File: src/rtl/sync_pkg.sv
// Shared types, default geometry and helpers for the 802.16 preamble sync controller.
package sync_pkg;

  typedef enum logic [2:0] {IDLE, SEARCH, PEAK, ALIGN, TRACK} state_t;

  localparam int unsigned DEF_CR_W     = 7;
  localparam int unsigned DEF_MAG_W    = 8;
  localparam int unsigned DEF_PEAK_WIN = 16;
  localparam int unsigned DEF_SYM_DLY  = 256;
  localparam int unsigned DEF_SYM_LEN  = 320;

  // Caller sign-extends into int; the most negative input maps to its positive magnitude.
  function automatic int abs_ext(input int x);
    return (x < 0) ? -x : x;
  endfunction

endpackage

File: src/rtl/cr_mag.sv
// Registered |Re|+|Im| of the correlator output, loaded only on qualified samples.
module cr_mag
  import sync_pkg::*;
#(
  parameter int unsigned CR_W  = DEF_CR_W,
  parameter int unsigned MAG_W = DEF_MAG_W
) (
  input  logic                   clk,
  input  logic                   rst,
  input  logic                   en,
  input  logic signed [CR_W-1:0] re,
  input  logic signed [CR_W-1:0] im,
  output logic [MAG_W-1:0]       mag
);

  always_ff @(posedge clk) begin
    if (rst) begin
      mag <= '0;
    end else if (en) begin
      mag <= MAG_W'(abs_ext(int'(re))) + MAG_W'(abs_ext(int'(im)));
    end
  end

endmodule

File: src/rtl/preamble_sync_ctrl.sv
// Preamble correlator sequencer: peak search in a qualified-sample window, then
// symbol-boundary strobes for the remainder of the frame.
module preamble_sync_ctrl
  import sync_pkg::*;
#(
  parameter int unsigned CR_W     = DEF_CR_W,
  parameter int unsigned MAG_W    = DEF_MAG_W,
  parameter int unsigned PEAK_WIN = DEF_PEAK_WIN,
  parameter int unsigned SYM_DLY  = DEF_SYM_DLY,
  parameter int unsigned SYM_LEN  = DEF_SYM_LEN
) (
  input  logic                   clk,
  input  logic                   rst,
  input  logic                   en_in,
  input  logic                   arm,
  input  logic                   abort,
  input  logic [MAG_W-1:0]       thresh,
  input  logic [7:0]             n_sym,
  input  logic signed [CR_W-1:0] CR_in_Re,
  input  logic signed [CR_W-1:0] CR_in_Im,
  output logic                   corr_ena,
  output logic                   sync_found,
  output logic [MAG_W-1:0]       peak_mag,
  output logic [4:0]             peak_off,
  output logic                   sym_start,
  output logic                   frame_done,
  output logic                   busy
);

  localparam int unsigned WC_W = $clog2(PEAK_WIN + 1);
  localparam int unsigned CD_W = $clog2(SYM_DLY + 1);
  localparam int unsigned SL_W = $clog2(SYM_LEN);

  state_t           state, state_n;
  logic [MAG_W-1:0] mag;
  logic [WC_W-1:0]  win_cnt, win_n;
  logic [MAG_W-1:0] best, best_n;
  logic [4:0]       since_pk, sp_n;
  logic [CD_W-1:0]  cd, cd_n;
  logic [SL_W-1:0]  sl_cnt, sl_n;
  logic [7:0]       sym_cnt, symc_n;
  logic [7:0]       n_sym_q, nsym_n;
  logic [MAG_W-1:0] pmag_n;
  logic [4:0]       poff_n;
  logic             sf_n, ss_n, fd_n;

  cr_mag #(.CR_W(CR_W), .MAG_W(MAG_W)) u_mag (
    .clk (clk),
    .rst (rst),
    .en  (en_in),
    .re  (CR_in_Re),
    .im  (CR_in_Im),
    .mag (mag)
  );

  assign corr_ena = en_in & ((state == SEARCH) | (state == PEAK));
  assign busy     = (state != IDLE);

  // Each qualified edge consumes the sample held in mag (accepted on the previous qualified edge).
  always_comb begin
    state_n = state;
    win_n   = win_cnt;
    best_n  = best;
    sp_n    = since_pk;
    cd_n    = cd;
    sl_n    = sl_cnt;
    symc_n  = sym_cnt;
    nsym_n  = n_sym_q;
    pmag_n  = peak_mag;
    poff_n  = peak_off;
    sf_n    = 1'b0;
    ss_n    = 1'b0;
    fd_n    = 1'b0;
    if (abort) begin
      state_n = IDLE;
    end else begin
      case (state)
        IDLE: if (arm) state_n = SEARCH;
        SEARCH: if (en_in && (mag >= thresh)) begin
          best_n  = mag;
          sp_n    = '0;
          win_n   = WC_W'(1);
          state_n = PEAK;
        end
        PEAK: if (en_in) begin
          if (mag > best) begin
            best_n = mag;
            sp_n   = '0;
          end else begin
            sp_n = since_pk + 5'd1;
          end
          win_n = win_cnt + WC_W'(1);
          if (win_cnt == WC_W'(PEAK_WIN - 1)) begin
            sf_n    = 1'b1;
            pmag_n  = best_n;
            poff_n  = 5'(PEAK_WIN - 1) - sp_n;
            nsym_n  = n_sym;
            cd_n    = CD_W'(SYM_DLY - 1) - CD_W'(sp_n);
            state_n = ALIGN;
          end
        end
        ALIGN: if (en_in) begin
          if (cd == '0) begin
            ss_n    = 1'b1;
            symc_n  = 8'd1;
            sl_n    = SL_W'(SYM_LEN - 1);
            state_n = TRACK;
          end else begin
            cd_n = cd - CD_W'(1);
          end
        end
        TRACK: if (en_in) begin
          if (sl_cnt == '0) begin
            sl_n = SL_W'(SYM_LEN - 1);
            if ((n_sym_q != 8'd0) && (sym_cnt == n_sym_q)) begin
              fd_n    = 1'b1;
              state_n = arm ? SEARCH : IDLE;
            end else begin
              ss_n   = 1'b1;
              symc_n = sym_cnt + 8'd1;
            end
          end else begin
            sl_n = sl_cnt - SL_W'(1);
          end
        end
        default: state_n = IDLE;
      endcase
    end
  end

  always_ff @(posedge clk) begin
    if (rst) begin
      state      <= IDLE;
      win_cnt    <= '0;
      best       <= '0;
      since_pk   <= '0;
      cd         <= '0;
      sl_cnt     <= '0;
      sym_cnt    <= '0;
      n_sym_q    <= '0;
      peak_mag   <= '0;
      peak_off   <= '0;
      sync_found <= 1'b0;
      sym_start  <= 1'b0;
      frame_done <= 1'b0;
    end else begin
      state      <= state_n;
      win_cnt    <= win_n;
      best       <= best_n;
      since_pk   <= sp_n;
      cd         <= cd_n;
      sl_cnt     <= sl_n;
      sym_cnt    <= symc_n;
      n_sym_q    <= nsym_n;
      peak_mag   <= pmag_n;
      peak_off   <= poff_n;
      sync_found <= sf_n;
      sym_start  <= ss_n;
      frame_done <= fd_n;
    end
  end

endmodule

File: config.mk
export PLATFORM = sky130hd
export DESIGN_NAME = preamble_sync_ctrl
export DESIGN_NICKNAME = d
export VERILOG_FILES = /design/src/rtl/sync_pkg.sv /design/src/rtl/cr_mag.sv /design/src/rtl/preamble_sync_ctrl.sv
export SDC_FILE = /design/constraint.sdc
export NUM_CORES = 1
export LEC_CHECK = 0
export CORE_AREA = 5 5 134 136
export CTS_CLUSTER_SIZE = 12
export DETAILED_ROUTE_END_ITERATION = 8
export DIE_AREA = 0 0 139 141
export PLACE_DENSITY = 0.48
export SETUP_SLACK_MARGIN = 0.05
export SLEW_MARGIN = 15
export SYNTH_ARGS = -nofsm -noshare
export SYNTH_HDL_FRONTEND = slang
export SYNTH_SLANG_ARGS = --single-unit
File: constraint.sdc
create_clock -name clk -period 3.4 [get_ports clk]
set_input_delay 1.02 -clock clk [delete_from_list [all_inputs] [get_ports clk]]
set_output_delay 1.02 -clock clk [all_outputs]
set_load 0.02 [all_outputs]
==> summary.txt, run 1 <==
Floorplanning
  • Number of placement rows: between 40 and 50
  • Die Y: around 140 um
  • Initial Util: 0.289
  • Area of the core: between 15000 and 20000 sq um
  • Area of the die: around 20000 sq um
  • Count of pins on the block boundary: 53
  • Die W: 139 um

Synthesis
  • Count of cell types in the netlist: 67
  • Syn Nets: around 650
  • Cell area after synthesis: 4850 sq um
  • Mean area per synthesized cell: about 8.3 sq um
  • Post-synth EDFFs: 0
  • Post-synth top flop: sky130_fd_sc_hd__dfxtp_1
  • Synthesized flop and latch total: between 70 and 80
  • Sequential cell area fraction in the yosys report: 0.326
  • Yosys synthesis warning count: 0
  • Cell count after synthesis: around 590
  • Fraction of registers with async set/reset: 0

Worst setup path
  • CP startpoint: CR_in_Re[0]
  • Highest-delay cell along the critical path: sky130_fd_sc_hd__clkdlybuf4s50_1
  • Top cell family by delay on the critical path: compound AO/OA/AOI/OAI gates
  • Largest fanout of any net on the critical path: 3
  • Levels on crit path: 11
  • Minimum setup slack among reg-to-reg paths: between 0.7 and 0.8 ns
  • Arr. time, crit path: around 3.4 ns
  • Data required time at the worst endpoint: between 3 and 4 ns
  • CP peak stage delay: ~0.49 ns
  • Worst Setup EP: u_mag.mag[5]$_SDFFE_PP0P_
  • Worst Reg2Reg Path Length in Cells: 5
  • Setup crit start kind: primary input
  • Endpoint of the worst-slack reg-to-reg timing path: sym_cnt[6]$_SDFFE_PP0P_
  • Start-to-end type of the worst setup path: primary input to register
  • Critical path endpoint category: register
  • Startpoint of the worst register-to-register path: state[0]$_SDFFE_PP0P_
  • CP bufs+invs: 2
  • Crit-path cells: clkdlybuf4s50_1 -> inv_1 -> ha_1 -> nand2_1 -> o21ai_0 -> ha_1 -> a21o_1 -> a21oi_1 -> o21ai_0 -> a2111oi_0 -> nand3b_1

Timing
  • Relative slew slack: 0.262
  • Upper clock frequency limit: ~320 MHz
  • Final slew viol count: 0
  • Final setup skew: roughly 0.0044 ns
  • Post-route minimum period: approximately 3 ns
  • Final setup TNS: 0 ns
  • Worst-margin pin slew: about 1.1 ns
  • RSZ-0062 raised after global routing: no
  • Count of final setup violators: 0
  • Fin crit share: 0.906
  • Number of failing hold endpoints at the final stage: 0

Route
  • Average vias per placed instance: ~4.9
  • Total routed wirelength: between 10000 and 15000 um
  • Detailed Routing Iterations Pass 1: 4
  • Remaining routing DRC violations: 0
  • Antenna Violating Nets Remaining: 0
  • Wire length per cell: roughly 14 um
  • Vias post-DR: about 4300
  • Number of DRC violations after detailed-routing iteration 0: 185

Placement
  • Port bufs: 52
  • Final weighted congestion in routability-driven placement: between 0.8 and 0.9
  • Detailed Place HPWL: slightly below 9000 um

Clock tree
  • Clock-pin transition on the worst setup and hold timing paths: around 0.060 ns
  • CTS H-tree lvls: 3
  • Maximum buffer depth of the clock tree: 2
  • Number of sinks driven by the clock tree: 79
  • Cts bufs inserted: 9
  • Worst-skew pair later-pin latency: ~0.34 ns
  • Cts hold-fix bufs: 0
  • TritonCTS clock tree: built
  • Clock Root Buffer: sky130_fd_sc_hd__clkbuf_16

Finish
  • Fraction of layout cells with a size suffix above 1: 0.0757
  • Fillers: approximately 1800
  • Total inserted antenna cells: 0
  • Layout area overhead: 23.9%
  • Number of nets in the layout: 709

Min path
  • Type of the worst min-delay path: register to register
  • Worst Hold Launch: peak_off[0]$_SDFFE_PP0P_

Power and ir drop
  • Total power after layout: approximately 2.3 mW
  • Pwr Density: approximately 390 nW/um^2
  • Peak VDD IR: between 0.2 and 0.3 mV
  • Leakage power: 2.27 nW

Job
  • Count of maximum capacitance violations: 0

GRT
  • Overall Global Routing Usage: 0.125
  • Via count of the first global-routing pass: approximately 4300
  • Antenna violations before repair: 0
  • Global-route wire length before repair: a little over 20000 um
  • Remaining Overflow, GRT: 0
  • Maximum number of pins on one net before global-route repair: 45

Outcome
  • Result of the run: finished, final reports clean
==> layer usage <==
layer,track usage,wire length (um)
met5,0,0
met4,0.0350,129
met3,0.0332,498
met2,0.209,5430
met1,0.159,5770
==> registers in the layout, indices dropped and copies added (netlist names), 8 cells and up <==
| signal | flops |
|---|---|
| sl_cnt | 9 |
| peak_mag | 8 |
| u_mag.mag | 8 |
| cd | 9 |
| n_sym_q | 8 |
| sym_cnt | 8 |
| best | 8 |
==> Yosys cell counts (all sizes together), types with 11 or more instances <==
master  instances  area share
dfxtp          79        0.33
nor2           40       0.033
nand3          14       0.014
a211oi         19       0.030
o21ai          18       0.019
mux2i          24       0.049
nand2b         40       0.052
xor2           15       0.027
nor3           26       0.027
clkbuf         17       0.013
xnor2          11       0.020
ha             31       0.080
nand2          52       0.040
a21oi          35       0.037
inv            39       0.030
==> what timing repair did <==
| action | CTS | global route |
|---|---|---|
| setup buffers | 0 | 0 |
| endpoints found under the setup margin | 1 | 0 |
| gates resized for setup | 1 | 0 |
==> stage by stage <==
step / area, sq um / std cells / worst slack, ns / utilization / hold WS (ns)
2_1_floorplan: 4850 / 586 / 0.611 / - / 0.454
3_3_place_gp: 5720 / 856 / -0.00194 / 0.340 / 0.456
3_5_place_dp: 5720 / 856 / -0.0182 / 0.340 / 0.449
4_1_cts: 6010 / 872 / 0.316 / 0.358 / 0.458
5_1_grt: 6010 / 872 / 0.0888 / 0.358 / 0.497
6_report: 6010 / 872 / 0.319 / 0.358 / 0.456
==> kinds of logic after synthesis <==
logic type	after synthesis	share of synthesized area
simple gates	234	0.263
compound gates	125	0.177
flops	79	0.326
buf+inv	66	0.0531
fa+ha+maj	32	0.0840
xor+xnor	26	0.0469
mux	24	0.0495
==> cell usage in the layout (no fill, tap or decap), types with 4 or more instances in the layout <==
master                            synthesis  routed
sky130_fd_sc_hd__or3_1                    9       9
sky130_fd_sc_hd__dfxtp_1                 79      79
sky130_fd_sc_hd__o31ai_1                  6       6
sky130_fd_sc_hd__xor2_1                  15      15
sky130_fd_sc_hd__clkbuf_16                0       9
sky130_fd_sc_hd__nor2_1                  38      38
sky130_fd_sc_hd__nand2b_1                40      40
sky130_fd_sc_hd__o32ai_1                  4       4
sky130_fd_sc_hd__mux2i_1                 24      24
sky130_fd_sc_hd__a31oi_1                  5       5
sky130_fd_sc_hd__nor2b_1                  4       4
sky130_fd_sc_hd__nand3_1                 14      14
sky130_fd_sc_hd__nor4_1                   8       8
sky130_fd_sc_hd__nand3b_1                 6       6
sky130_fd_sc_hd__ha_1                    31      31
sky130_fd_sc_hd__o21ai_0                 17      17
sky130_fd_sc_hd__inv_1                   39      39
sky130_fd_sc_hd__clkdlybuf4s50_1          0      50
sky130_fd_sc_hd__a21oi_1                 34      34
sky130_fd_sc_hd__a311oi_1                 6       6
sky130_fd_sc_hd__xnor2_1                 11      11
sky130_fd_sc_hd__a21o_1                   4       4
sky130_fd_sc_hd__nor3b_1                  6       6
sky130_fd_sc_hd__nand4_1                  9       9
sky130_fd_sc_hd__nand2_1                 52      52
sky130_fd_sc_hd__nor3_1                  26      25
sky130_fd_sc_hd__buf_4                    0      17
sky130_fd_sc_hd__a211oi_1                18      18
==> report_power, final <==
part	internal [mW]	switching (mW)	total (mW)
Combinational	0.193	0.208	0.401
Clock	0.589	0.381	0.969
Sequential	0.938	0.0202	0.959
Total	1.72	0.609	2.33
==> worst reg2reg max path, stage by stage, from the launching register on <==
cell and delay [ns]:
sky130_fd_sc_hd__dfxtp_1 0.58, sky130_fd_sc_hd__and3b_1 0.45, sky130_fd_sc_hd__nand3_1 0.42, sky130_fd_sc_hd__a211o_1 0.48, sky130_fd_sc_hd__or4_1 0.50, sky130_fd_sc_hd__a21boi_1 0.14
==> how the worst min path moves through the flow <==
stage                                           to  cells past startpoint  slack, ns
after global routing      peak_off[1]$_SDFFE_PP0P_                      2       0.50
after detailed placement  peak_off[0]$_SDFFE_PP0P_                      2       0.45
after global placement    peak_off[0]$_SDFFE_PP0P_                      2       0.46
after floorplan            sym_cnt[7]$_SDFFE_PP0P_                      2       0.45
final                     peak_off[0]$_SDFFE_PP0P_                      2       0.46
after CTS                 peak_off[0]$_SDFFE_PP0P_                      2       0.46
==> final cells by class <==
cell class,count,area (sq um),share of cell area
inverter,40,150,0.0250
clock inverter,3,42.5,0.00707
multi-input combinational,441,3030,0.503
sequential,79,1580,0.263
tap,225,282,0.0468
clock buffer,13,250,0.0416
timing repair buffer,71,682,0.113
Note: power is estimated with default switching activity, not from simulation.
==> inputs of run 2 (changes only) <==
--- a/config.mk
+++ b/config.mk
@@ -11,7 +11,8 @@
 export DIE_AREA = 0 0 139 141
 export PLACE_DENSITY = 0.48
 export SETUP_SLACK_MARGIN = 0.05
-export SLEW_MARGIN = 15
+export SKIP_CTS_REPAIR_TIMING = 1
+export SLEW_MARGIN = 20
 export SYNTH_ARGS = -nofsm -noshare
 export SYNTH_HDL_FRONTEND = slang
 export SYNTH_SLANG_ARGS = --single-unit
==> summary.txt, run 2 (synthesis results as in run 1) <==
Outcome
  • Result of the run: finished, final reports clean

Timing
  • Count of final setup violators: 0
  • Number of failing hold endpoints at the final stage: 0
  • Least setup slack across all paths after layout: ~0.32 ns
  • Upper clock frequency limit: roughly 320 MHz
  • Final slew viol count: 0
  • Relative slew slack: 0.474
  • Post-route minimum period: between 3 and 4 ns
  • Worst-margin pin slew: approximately 0.78 ns
  • Fin crit share: 0.907
  • Final setup TNS: 0 ns
  • RSZ-0062 raised after global routing: no
  • Final setup skew: approximately 0.0063 ns

Finish
  • Most used cells in the layout excluding fill and tap cells: 79 x sky130_fd_sc_hd__dfxtp_1, 52 x sky130_fd_sc_hd__nand2_1, 50 x sky130_fd_sc_hd__clkdlybuf4s50_1
  • Fillers: around 1800
  • Fraction of layout cells with a size suffix above 1: 0.0804
  • Total inserted antenna cells: 0
  • Number of nets in the layout: 710
  • Most common cell after layout, fill and taps aside: sky130_fd_sc_hd__dfxtp_1
  • Largest registers: cd (9), sl_cnt (9)
  • Layout area overhead: 24.2%

Floorplanning
  • Initial Util: 0.289
  • Die W: ~140 um
  • Area of the core: 16800 sq um
  • Number of placement rows: 48
  • Area of the die: around 20000 sq um
  • Count of pins on the block boundary: 53
  • Die Y: 141 um

Route
  • Detailed Routing Iterations Pass 1: 4
  • Number of DRC violations after detailed-routing iteration 0: 170
  • Antenna Violating Nets Remaining: 0
  • Average vias per placed instance: between 4 and 5
  • Vias post-DR: between 4000 and 5000
  • Total routed wirelength: approximately 12000 um
  • Wire length per cell: approximately 14 um
  • Remaining routing DRC violations: 0

Clock tree
  • TritonCTS clock tree: built
  • Worst-skew pair later-pin latency: about 0.34 ns
  • Number of sinks driven by the clock tree: between 70 and 80
  • Clock-pin transition on the worst setup and hold timing paths: roughly 0.060 ns
  • Clock Root Buffer: sky130_fd_sc_hd__clkbuf_16
  • Maximum buffer depth of the clock tree: 2
  • Cts bufs inserted: 9
  • CTS H-tree lvls: 3

GRT
  • Via count of the first global-routing pass: roughly 4300
  • Maximum number of pins on one net before global-route repair: 45
  • Overall Global Routing Usage: 0.125
  • Remaining Overflow, GRT: 0
  • Global-route wire length before repair: ~21000 um
  • Antenna violations before repair: 0

Job
  • Count of maximum capacitance violations: 0

Placement
  • Port bufs: 52
  • Detailed Place HPWL: roughly 9000 um
  • Final weighted congestion in routability-driven placement: around 0.80
  • Worst-case setup slack after placement: -0.0301 ns

Worst setup path
  • Setup crit start kind: primary input
  • Start-to-end type of the worst setup path: primary input to register
  • Data required time at the worst endpoint: 3.62 ns
  • Critical path endpoint category: register
  • Largest fanout of any net on the critical path: 3
  • CP startpoint: CR_in_Re[0]
  • Startpoint of the worst register-to-register path: cd[0]$_SDFFE_PP0P_
  • Arr. time, crit path: around 3.3 ns

Min path
  • Worst Hold Launch: peak_off[4]$_SDFFE_PP0P_
  • Type of the worst min-delay path: register to register

Power and ir drop
  • Leakage power: about 2.3 nW
  • Pwr Density: between 300 and 400 nW/um^2
  • Total power after layout: ~2.3 mW
  • Peak VDD IR: roughly 0.27 mV
-- run 2: changes by cell type in the layout (fill, tap and decap cells not counted), sizes merged --
cell	previous run	this run
clkbuf	13	9
clkinvlp	1	3
buf	20	21
clkinv	2	3
dlygate4sd2	1	0
dlymetal6s2s	0	1
-- run 2: through the flow --
step | hold slack [ns] | util | cells | instance area [sq um]
after global routing | 0.498 | 0.358 | 872 | 6030
after global placement | 0.456 | 0.340 | 856 | 5720
after floorplan | 0.454 | - | 586 | 4850
after CTS | 0.467 | 0.358 | 872 | 6030
after detailed placement | 0.458 | 0.341 | 857 | 5740
final | 0.465 | 0.358 | 872 | 6030
-- run 2: worst max-delay path, cell delays in order --
cell	delay [ns]
sky130_fd_sc_hd__clkdlybuf4s50_1	0.49
sky130_fd_sc_hd__inv_1	0.05
sky130_fd_sc_hd__ha_1	0.27
sky130_fd_sc_hd__nand2_1	0.04
sky130_fd_sc_hd__o21ai_0	0.12
sky130_fd_sc_hd__inv_1	0.11
sky130_fd_sc_hd__fa_1	0.45
sky130_fd_sc_hd__nor2b_1	0.15
sky130_fd_sc_hd__o21ai_0	0.12
sky130_fd_sc_hd__a21oi_1	0.25
sky130_fd_sc_hd__o21a_1	0.14
sky130_fd_sc_hd__o211ai_1	0.09
-- run 2: final cells by class --
| class | instances | area, sq um | area share |
|---|---|---|---|
| timing repair buffer | 72 | 701 | 0.116 |
| sequential | 79 | 1580 | 0.262 |
| clock inverter | 6 | 62.6 | 0.0104 |
| clock buffer | 9 | 225 | 0.0374 |
| multi-input combinational | 441 | 3030 | 0.502 |
| tap | 225 | 282 | 0.0467 |
| inverter | 40 | 150 | 0.0249 |
-- run 2: worst paths after layout --
path / to / slack (ns) / depth (start not counted)
setup / recovery: u_mag.mag[6]$_SDFFE_PP0P_ / 0.32 / 12
hold / removal: peak_off[4]$_SDFFE_PP0P_ / 0.47 / 2
setup reg to reg: sym_cnt[6]$_SDFFE_PP0P_ / 0.75 / 7
hold reg to reg: peak_off[4]$_SDFFE_PP0P_ / 0.47 / 2
-- run 2: power by group --
| part | leakage [nW] | total (mW) | switching (mW) | internal (mW) |
|---|---|---|---|---|
| combinational | 1.51 | 0.420 | 0.214 | 0.206 |
| clock | 0.133 | 0.961 | 0.399 | 0.562 |
| sequential | 0.638 | 0.959 | 0.0206 | 0.938 |
-- run 2: per-layer routing --
metal,wire (um),share of wire,vias up,GRT usage
li1,-,-,2206,-
met1,5860,0.49,2010,0.162
met2,5440,0.46,70,0.208
met3,456,0.038,10,0.0315
met4,128,0.011,0,0.0340
met5,0,0,-,0
==> inputs of run 3 (changes only) <==
--- a/config.mk
+++ b/config.mk
@@ -12,7 +12,7 @@
 export PLACE_DENSITY = 0.48
 export SETUP_SLACK_MARGIN = 0.05
 export SKIP_CTS_REPAIR_TIMING = 1
-export SLEW_MARGIN = 20
+export SLEW_MARGIN = 10
 export SYNTH_ARGS = -nofsm -noshare
 export SYNTH_HDL_FRONTEND = slang
 export SYNTH_SLANG_ARGS = --single-unit
==> summary.txt, run 3 (synthesis results as in run 1) <==
Outcome
  • Result of the run: finished, final reports clean

Worst setup path
  • Top cell family by delay on the critical path: compound AO/OA/AOI/OAI gates
  • CP bufs+invs: 2
  • Data required time at the worst endpoint: between 3 and 4 ns
  • Setup crit start kind: primary input
  • Critical path endpoint category: register
  • Arr. time, crit path: roughly 3.4 ns
  • CP peak stage delay: a little under 0.5 ns
  • Crit-path cells: clkdlybuf4s50_1 -> inv_1 -> ha_1 -> nand2_1 -> o21ai_0 -> ha_1 -> a21o_1 -> a21oi_1 -> o21ai_0 -> a2111oi_0 -> nand3b_1
  • Highest-delay cell along the critical path: sky130_fd_sc_hd__clkdlybuf4s50_1
  • Start-to-end type of the worst setup path: primary input to register
  • Largest fanout of any net on the critical path: 3

Timing
  • Fin crit share: 0.906
  • Upper clock frequency limit: roughly 320 MHz
  • Least setup slack across all paths after layout: 0.319 ns
  • Worst-margin pin slew: ~1.1 ns
  • RSZ-0062 raised after global routing: no
  • Final slew viol count: 0
  • Post-route minimum period: 3.08 ns
  • Relative slew slack: 0.262
  • Final setup skew: roughly 0.0044 ns
  • Number of failing hold endpoints at the final stage: 0
  • Count of final setup violators: 0

Clock tree
  • Maximum buffer depth of the clock tree: 2
  • Cts bufs inserted: 9
  • CTS H-tree lvls: 3
  • Number of sinks driven by the clock tree: 79
  • TritonCTS clock tree: built
  • Worst-skew pair later-pin latency: about 0.34 ns
  • Clock-pin transition on the worst setup and hold timing paths: ~0.060 ns
  • Clock Root Buffer: sky130_fd_sc_hd__clkbuf_16

Route
  • Antenna Violating Nets Remaining: 0
  • Number of DRC violations after detailed-routing iteration 0: between 150 and 200
  • Average vias per placed instance: between 4 and 5
  • Remaining routing DRC violations: 0
  • Total routed wirelength: roughly 12000 um
  • Detailed Routing Iterations Pass 1: 4
  • Vias post-DR: ~4300
  • Wire length per cell: 13.6 um

Finish
  • Fillers: ~1800
  • Layout area overhead: 24.0%
  • Total inserted antenna cells: 0
  • Most common cell after layout, fill and taps aside: sky130_fd_sc_hd__dfxtp_1
  • Fraction of layout cells with a size suffix above 1: 0.0757
  • Most used cells in the layout excluding fill and tap cells: 79 x sky130_fd_sc_hd__dfxtp_1, 52 x sky130_fd_sc_hd__nand2_1, 50 x sky130_fd_sc_hd__clkdlybuf4s50_1
  • Number of nets in the layout: about 710
  • Largest registers: cd (9), sl_cnt (9)

Placement
  • Worst-case setup slack after placement: -0.0182 ns
  • Port bufs: 52
  • Detailed Place HPWL: ~8900 um
  • Final weighted congestion in routability-driven placement: 0.804

Floorplanning
  • Initial Util: 0.289
  • Count of pins on the block boundary: 53
  • Number of placement rows: between 40 and 50
  • Area of the core: approximately 17000 sq um
  • Die W: approximately 140 um
  • Die Y: ~140 um
  • Area of the die: ~20000 sq um

GRT
  • Antenna violations before repair: 0
  • Global-route wire length before repair: about 20000 um
  • Via count of the first global-routing pass: approximately 4300
  • Maximum number of pins on one net before global-route repair: 45
  • Remaining Overflow, GRT: 0
  • Overall Global Routing Usage: 0.125

Power and ir drop
  • Leakage power: between 2 and 2.5 nW
  • Total power after layout: about 2.3 mW
  • Peak VDD IR: between 0.2 and 0.3 mV
  • Pwr Density: ~390 nW/um^2

Job
  • Count of maximum capacitance violations: 0

Min path
  • Type of the worst min-delay path: register to register
[run 3: layer usage]
metal  GRT usage  part of all wire  vias up
met5           0                 0        -
met3      0.0332             0.042       11
met4      0.0350             0.011        0
met1       0.159              0.49     1996
met2       0.209              0.46       60
li1            -                 -     2211
[run 3: stage by stage]
stage                     utilization  hold WS (ns)  area (sq um)  setup TNS [ns]  cells
after floorplan                     -         0.454          4850               0    586
after global placement          0.340         0.456          5720        -0.00194    856
after detailed placement        0.340         0.449          5720         -0.0501    856
after CTS                       0.358         0.458          6020               0    872
after global routing            0.358         0.497          6020               0    872
final                           0.358         0.456          6020               0    872
[run 3: path summary, 6_finish.rpt]
check                                                 end                startpoint  depth (start not counted)  slack (ns)
worst max-delay path            u_mag.mag[5]$_SDFFE_PP0P_               CR_in_Re[0]                         11        0.32
worst min-delay path             peak_off[0]$_SDFFE_PP0P_  peak_off[0]$_SDFFE_PP0P_                          2        0.46
worst max register to register    sym_cnt[6]$_SDFFE_PP0P_     state[0]$_SDFFE_PP0P_                          5        0.77
worst min register to register   peak_off[0]$_SDFFE_PP0P_  peak_off[0]$_SDFFE_PP0P_                          2        0.46
[run 3: cell type report]
| cell class | count | area (sq um) | share of cell area |
|---|---|---|---|
| clock buffers | 13 | 250 | 0.0416 |
| clock inverters | 3 | 42.5 | 0.00707 |
| inverters | 40 | 150 | 0.0249 |
| multi-input cells | 441 | 3030 | 0.503 |
| flip-flops and latches | 79 | 1580 | 0.263 |
| well taps | 225 | 282 | 0.0468 |
| repair buffers | 71 | 686 | 0.114 |
[run 3: worst register-to-register path: cells and delay by family (launching register included)]
kind / cells / cell delay (ns)
AND/OR/NAND/NOR: 3 / 1.37
flip-flops: 1 / 0.58
AO/OA/AOI/OAI: 2 / 0.62
[run 3: report_power, final]
group | leakage [nW] | internal [mW] | total [mW] | switching, mW
logic | 1.50 | 0.193 | 0.401 | 0.208
clock network | 0.140 | 0.589 | 0.969 | 0.381
registers | 0.638 | 0.938 | 0.959 | 0.0202
total | 2.28 | 1.72 | 2.33 | 0.609
